### config.mk
export PLATFORM = sky130hd
export DESIGN_NAME = time_set_ctrl
export DESIGN_NICKNAME = d
export VERILOG_FILES = /design/src/rtl/time_set_ctrl.sv
export SDC_FILE = /design/constraint.sdc
export NUM_CORES = 1
export LEC_CHECK = 0
export ABC_AREA = 1
export CAP_MARGIN = 20
export CORE_MARGIN = 2
export CORE_UTILIZATION = 50
export CTS_CLUSTER_DIAMETER = 30
export DETAILED_ROUTE_END_ITERATION = 8
export HOLD_SLACK_MARGIN = 0.03
export PLACE_DENSITY = 0.85
export SYNTH_ARGS = -nofsm -noshare
export SYNTH_HDL_FRONTEND = slang
export SYNTH_SLANG_ARGS = --single-unit
### constraint.sdc
create_clock -name clkmain -period 2.2 [get_ports clkmain]
set_clock_uncertainty 0.1 [all_clocks]
set_input_delay 0.44 -clock clkmain [delete_from_list [all_inputs] [get_ports clkmain]]
set_output_delay 0.44 -clock clkmain [all_outputs]
set_load 0.05 [all_outputs]
### src/rtl/time_set_ctrl.sv
// time_set_ctrl: sequences the clock counter chain between normal running and
// a three-field set mode (hours, minutes, seconds). Converts debounced mode and
// select button levels into field selection, single-step / auto-repeat advance
// pulses and a seconds clear, and gates the 1 Hz tick into the seconds counter.
// Every output is driven straight from a flip-flop.
module time_set_ctrl #(
   parameter int HOLD_TICKS    = 8,
   parameter int REPEAT_TICKS  = 2,
   parameter int TIMEOUT_TICKS = 30
) (
   input  logic       clkmain,
   input  logic       clear_n,
   input  logic       tick_1hz,
   input  logic       tick_fast,
   input  logic       mode_btn,
   input  logic       slt_btn,
   output logic [1:0] state,
   output logic       set_time,
   output logic [2:0] field_sel,
   output logic       run_en,
   output logic       adv_hr,
   output logic       adv_min,
   output logic       sec_clr,
   output logic       blink
);

   localparam int TO_W   = $clog2(TIMEOUT_TICKS + 1);
   localparam int RP_MAX = (HOLD_TICKS > REPEAT_TICKS) ? HOLD_TICKS : REPEAT_TICKS;
   localparam int RP_W   = $clog2(RP_MAX + 1);

   localparam logic [TO_W-1:0] TO_LAST   = TO_W'(TIMEOUT_TICKS - 1);
   localparam logic [RP_W-1:0] HOLD_LAST = RP_W'(HOLD_TICKS - 1);
   localparam logic [RP_W-1:0] RPT_LAST  = RP_W'(REPEAT_TICKS - 1);

   typedef enum logic [1:0] {
      ST_RUN = 2'b00,
      ST_HR  = 2'b01,
      ST_MIN = 2'b10,
      ST_SEC = 2'b11
   } state_t;

   state_t            r_state;
   state_t            w_state_nxt;
   logic [2:0]        w_field_sel_nxt;

   logic              r_mode_q;
   logic              r_slt_q;
   logic [TO_W-1:0]   r_to_cnt;
   logic [RP_W-1:0]   r_rep_cnt;
   logic              r_rep_arm;
   logic              r_rep_phase;

   logic              r_set_time;
   logic [2:0]        r_field_sel;
   logic              r_run_en;
   logic              r_adv_hr;
   logic              r_adv_min;
   logic              r_sec_clr;
   logic              r_blink;

   logic              w_mode_edge;
   logic              w_slt_edge;
   logic              w_in_set;
   logic              w_adj_state;
   logic              w_to_hit;
   logic              w_rep_tick;
   logic              w_rep_last;
   logic              w_rep_fire;
   logic              w_step;
   logic              w_adv;

   // Rising-edge detection on the button levels, and the decisions derived from them.
   // A mode edge always wins: it discards a simultaneous select edge and any repeat.
   assign w_mode_edge = mode_btn & ~r_mode_q;
   assign w_slt_edge  = slt_btn & ~r_slt_q;
   assign w_in_set    = (r_state != ST_RUN);
   assign w_adj_state = (r_state == ST_HR) | (r_state == ST_MIN);
   // Timeout fires on the tick that would make the idle count reach its limit,
   // unless a button edge in the same cycle restarts the idle period.
   assign w_to_hit    = w_in_set & tick_1hz & ~w_mode_edge & ~w_slt_edge
                        & (r_to_cnt == TO_LAST);
   assign w_rep_tick  = w_adj_state & r_rep_arm & slt_btn & tick_fast
                        & ~w_slt_edge & ~w_mode_edge & ~w_to_hit;
   assign w_rep_last  = r_rep_phase ? (r_rep_cnt == RPT_LAST) : (r_rep_cnt == HOLD_LAST);
   assign w_rep_fire  = w_rep_tick & w_rep_last;
   assign w_step      = w_adj_state & w_slt_edge & ~w_mode_edge;
   assign w_adv       = w_step | w_rep_fire;

   // Button level history; reset high so a button held through reset gives no edge.
   always_ff @(posedge clkmain or negedge clear_n) begin
      if (!clear_n) begin
         r_mode_q <= 1'b1;
         r_slt_q  <= 1'b1;
      end else begin
         r_mode_q <= mode_btn;
         r_slt_q  <= slt_btn;
      end
   end

   // Next-state logic: mode edge cycles the fields, timeout drops back to RUN.
   always_comb begin
      w_state_nxt     = r_state;
      w_field_sel_nxt = 3'b000;
      if (w_mode_edge) begin
         case (r_state)
            ST_RUN:  w_state_nxt = ST_HR;
            ST_HR:   w_state_nxt = ST_MIN;
            ST_MIN:  w_state_nxt = ST_SEC;
            default: w_state_nxt = ST_RUN;
         endcase
      end else if (w_to_hit) begin
         w_state_nxt = ST_RUN;
      end
      case (w_state_nxt)
         ST_HR:   w_field_sel_nxt = 3'b100;
         ST_MIN:  w_field_sel_nxt = 3'b010;
         ST_SEC:  w_field_sel_nxt = 3'b001;
         default: w_field_sel_nxt = 3'b000;
      endcase
   end

   // State register with its registered decodes (set_time, field_sel).
   always_ff @(posedge clkmain or negedge clear_n) begin
      if (!clear_n) begin
         r_state     <= ST_RUN;
         r_set_time  <= 1'b0;
         r_field_sel <= 3'b000;
      end else begin
         r_state     <= w_state_nxt;
         r_set_time  <= (w_state_nxt != ST_RUN);
         r_field_sel <= w_field_sel_nxt;
      end
   end

   // Idle timeout: counts 1 Hz ticks in set mode, restarted by any button edge.
   always_ff @(posedge clkmain or negedge clear_n) begin
      if (!clear_n) begin
         r_to_cnt <= '0;
      end else if (w_mode_edge | w_slt_edge | ~w_in_set | w_to_hit) begin
         r_to_cnt <= '0;
      end else if (tick_1hz) begin
         r_to_cnt <= r_to_cnt + TO_W'(1);
      end
   end

   // Auto-repeat: armed by an accepted select press, first counts the hold
   // delay (phase 0), then the repeat interval over and over (phase 1).
   always_ff @(posedge clkmain or negedge clear_n) begin
      if (!clear_n) begin
         r_rep_arm   <= 1'b0;
         r_rep_phase <= 1'b0;
         r_rep_cnt   <= '0;
      end else if (w_mode_edge | ~w_adj_state | w_to_hit | ~slt_btn) begin
         r_rep_arm   <= 1'b0;
         r_rep_phase <= 1'b0;
         r_rep_cnt   <= '0;
      end else if (w_slt_edge) begin
         r_rep_arm   <= 1'b1;
         r_rep_phase <= 1'b0;
         r_rep_cnt   <= '0;
      end else if (w_rep_tick) begin
         if (w_rep_last) begin
            r_rep_phase <= 1'b1;
            r_rep_cnt   <= '0;
         end else begin
            r_rep_cnt   <= r_rep_cnt + RP_W'(1);
         end
      end
   end

   // One-cycle output pulses: seconds enable, field advances and seconds clear.
   always_ff @(posedge clkmain or negedge clear_n) begin
      if (!clear_n) begin
         r_run_en  <= 1'b0;
         r_adv_hr  <= 1'b0;
         r_adv_min <= 1'b0;
         r_sec_clr <= 1'b0;
      end else begin
         r_run_en  <= tick_1hz & (r_state == ST_RUN);
         r_adv_hr  <= w_adv & (r_state == ST_HR);
         r_adv_min <= w_adv & (r_state == ST_MIN);
         r_sec_clr <= w_slt_edge & ~w_mode_edge & (r_state == ST_SEC);
      end
   end

   // Display blink: toggles on the fast tick while setting, off in RUN.
   always_ff @(posedge clkmain or negedge clear_n) begin
      if (!clear_n) begin
         r_blink <= 1'b0;
      end else if (w_state_nxt == ST_RUN) begin
         r_blink <= 1'b0;
      end else if (tick_fast) begin
         r_blink <= ~r_blink;
      end
   end

   assign state     = r_state;
   assign set_time  = r_set_time;
   assign field_sel = r_field_sel;
   assign run_en    = r_run_en;
   assign adv_hr    = r_adv_hr;
   assign adv_min   = r_adv_min;
   assign sec_clr   = r_sec_clr;
   assign blink     = r_blink;

endmodule

==> results.md <==
- Critical path launch point type: flop
- Initial Utilization: 53.0%
- Die height: 55.5 um
- CTS tree: done
- Syn. warnings: 0
- Syn Area/Cell: 8.65 um^2
- Final design utilization: 62.3%
- Nets: 187
- Fill cells: 203
- H-tree Lvls: 1
- Slew at the pin with the worst max-slew slack: 0.532 ns
- Hold Path Class: in2async
- Post-DRT Antenna Nets: 0
- Register-to-Register Path Depth: 8
- Worst-path fanout max: 4
- Netlist cell types: 23
- WL final: 2530 um
- Crit Reg-Reg Startpoint: state[0]
- Compound-Gate Fraction of Synth Area: 3.59%
- Post-cts resize count: 0
- Post-CTS setup buffers: 0
- Clock Tree Root: clkbuf_4
- Overall Power: 1.59 mW
- RSZ-0062 raised after global routing: false
- Max Clk Rate: 0.476 GHz
- P_leak: 0.764 nW
- Post-synthesis mux area share: 0%
- Clk pin slew, worst setup/hold paths: 0.12 ns
- Buffers on Ports: 16
- Largest family of logic cells by synthesized area: simple AND/OR/NAND/NOR gates
- DIE AREA: 3080 um^2
- CTS Hold Bufs: 0
- GRT Residual Overflow: 0
- Post-Syn Nets: 166
- Period utilization: 95.5%
- Adder-Cell Fraction of Synth Area: 6.62%
- Initial DRT Pass Iterations: 4
- Sink Count: 24
- Outcome: completed
- FF-to-FF End: adv_min
- Total track usage: 18.4%
- DRC: 0
- Pin count of the biggest net entering global routing: 25
- Buffer and inverter count on the worst path: 1
- Final Max Slew Viols: 0
- Clk_lat worst skew: 0.31 ns
- Critical Path AT: 1.56 ns
- Num CTS Buffers: 3
- Critical path endpoint category: output port
- Final setup vio count: 0
- First-pass GRT wire length: 4540 um
- Mapped Area: 1320 um^2
- CP top delay family: buffers and inverters
- Cell Pwr Density: 1020 nW/um^2
- Post-DR wirelength/cell: 12.5 um
- DR vias: 1,055
- CP peak stage delay: 0.82 ns
- R2R setup slack: 0.40 ns
- Antenna cells: 0
- Number of core rows: 18
- Setup CP Type: reg2out
- Slew HR: 64.4%
- RD Place Congestion: 0.809
- Core box area: 2500 um^2
- Setup tns final: 0 ns
- FF+latch count, synth: 24
- Worst path required time: 1.66 ns
- Simple-Gate Fraction of Synth Area: 34.8%
- Number of global-route vias before repair: 1,056
- Max Cap Viol: 0
- Maximum vdd ir drop: 952 uV
- Dpl hpwl: 1980 um
- Hold Violations, Final: 0
- Ports: 17
- Synthesized instance count: 153
- P&R area growth vs syn: 17.7%
- Layout cells sized above 1: 15.0%
- Xor/xnor cell area share of the yosys netlist: 2.65%
- Crit-path slowest cell: clkdlybuf4s50_1
- Initial detailed-routing violation count: 26
- Clock buffer depth: 2
- Critical path cell sequence: clkdlybuf4s50_1
- Final Critical Period: 2.10 ns
- Vias per cell: 5.20
- Initial antenna violation count: 0
- Register area share after synthesis: 45.6%
- Die Width: 55.5 um
through the flow:
stage / hold WS, ns / worst slack (ns) / area (um^2) / cells
after floorplan: 0.0444 / 0.250 / 1320 / 153
after global routing: 0.398 / 0.0545 / 1560 / 203
after detailed placement: 0.412 / 0.213 / 1520 / 199
after CTS: 0.365 / 0.0897 / 1560 / 203
final: 0.362 / 0.0989 / 1560 / 203
after global placement: 0.398 / 0.280 / 1520 / 199
per-layer routing:
| metal | share of wire (%) | GRT usage [%] | vias to the layer above |
|---|---|---|---|
| met5 | 0 | 0 | - |
| li1 | - | - | 522 |
| met4 | 3.1 | 8.36 | 0 |
| met2 | 52 | 31.8 | 24 |
| met1 | 41 | 20.8 | 501 |
| met3 | 3.8 | 5.62 | 8 |
Yosys cell counts, drive strengths merged:
cell type | count | share of area, %
dfrtp | 22 | 42
inv | 22 | 6.2
nor2 | 26 | 9.8
xnor2 | 1 | 0.66
ha | 7 | 6.6
buf | 1 | 0.57
dfstp | 2 | 4.0
xor2 | 3 | 2.0
or2 | 1 | 0.47
o21ai | 4 | 2.1
nand4 | 7 | 3.3
a21boi | 2 | 1.1
nand3 | 16 | 8.3
a21oi | 1 | 0.38
nand2 | 38 | 13
cells by family (layout without fill, tap and decap cells):
group	count (synthesis)	after routing
buffers and inverters	23	43
AO/OA/AOI/OAI	7	7
flip-flops	24	24
XOR/XNOR	4	4
AND/OR/NAND/NOR	88	88
adder cells (fa/ha/maj)	7	7
registers in the layout, indices dropped and copies added, names as in the netlist:
register     cells
r_to_cnt         5
blink            1
field_sel        3
run_en           1
r_slt_q          1
r_rep_cnt        4
r_rep_arm        1
set_time         1
r_rep_phase      1
adv_hr           1
adv_min          1
r_mode_q         1
state            2
sec_clr          1
power by group:
| part | switching, mW | internal (mW) |
|---|---|---|
| logic | 0.538 | 0.252 |
| registers | 0.0503 | 0.523 |
| clock network | 0.126 | 0.101 |
layout by cell type, fill, tap and decap left out, drive strengths merged:
cell type      Yosys  layout
nand2             38      38
nor2              26      26
dfrtp             22      22
inv               22      22
clkdlybuf4s50      0      16
nand3             16      16
nand4              7       7
ha                 7       7
clkbuf             0       4
o21ai              4       4
xor2               3       3
a21boi             2       2
dfstp              2       2
xnor2              1       1
or2                1       1
a21oi              1       1
buf                1       1
cell type report:
type	instances	area [um^2]	area share, %
flip-flops and latches	24	603	38.7
repair buffers	17	168	10.8
clock buffers	4	36.3	2.33
multi-input cells	106	631	40.5
inverters	22	82.6	5.30
well taps	30	37.5	2.41
how the worst max path moves through the flow:
stage / to / start / depth (start not counted)
2_1_floorplan: blink / state[0] / 10
3_3_place_gp: blink / tick_1hz / 8
3_5_place_dp: blink / tick_1hz / 8
4_1_cts: state[0] / state[0] / 1
5_1_grt: state[1] / state[1] / 1
6_report: state[0] / state[0] / 1
No activity file was read; power rests on OpenSTA's default activity.
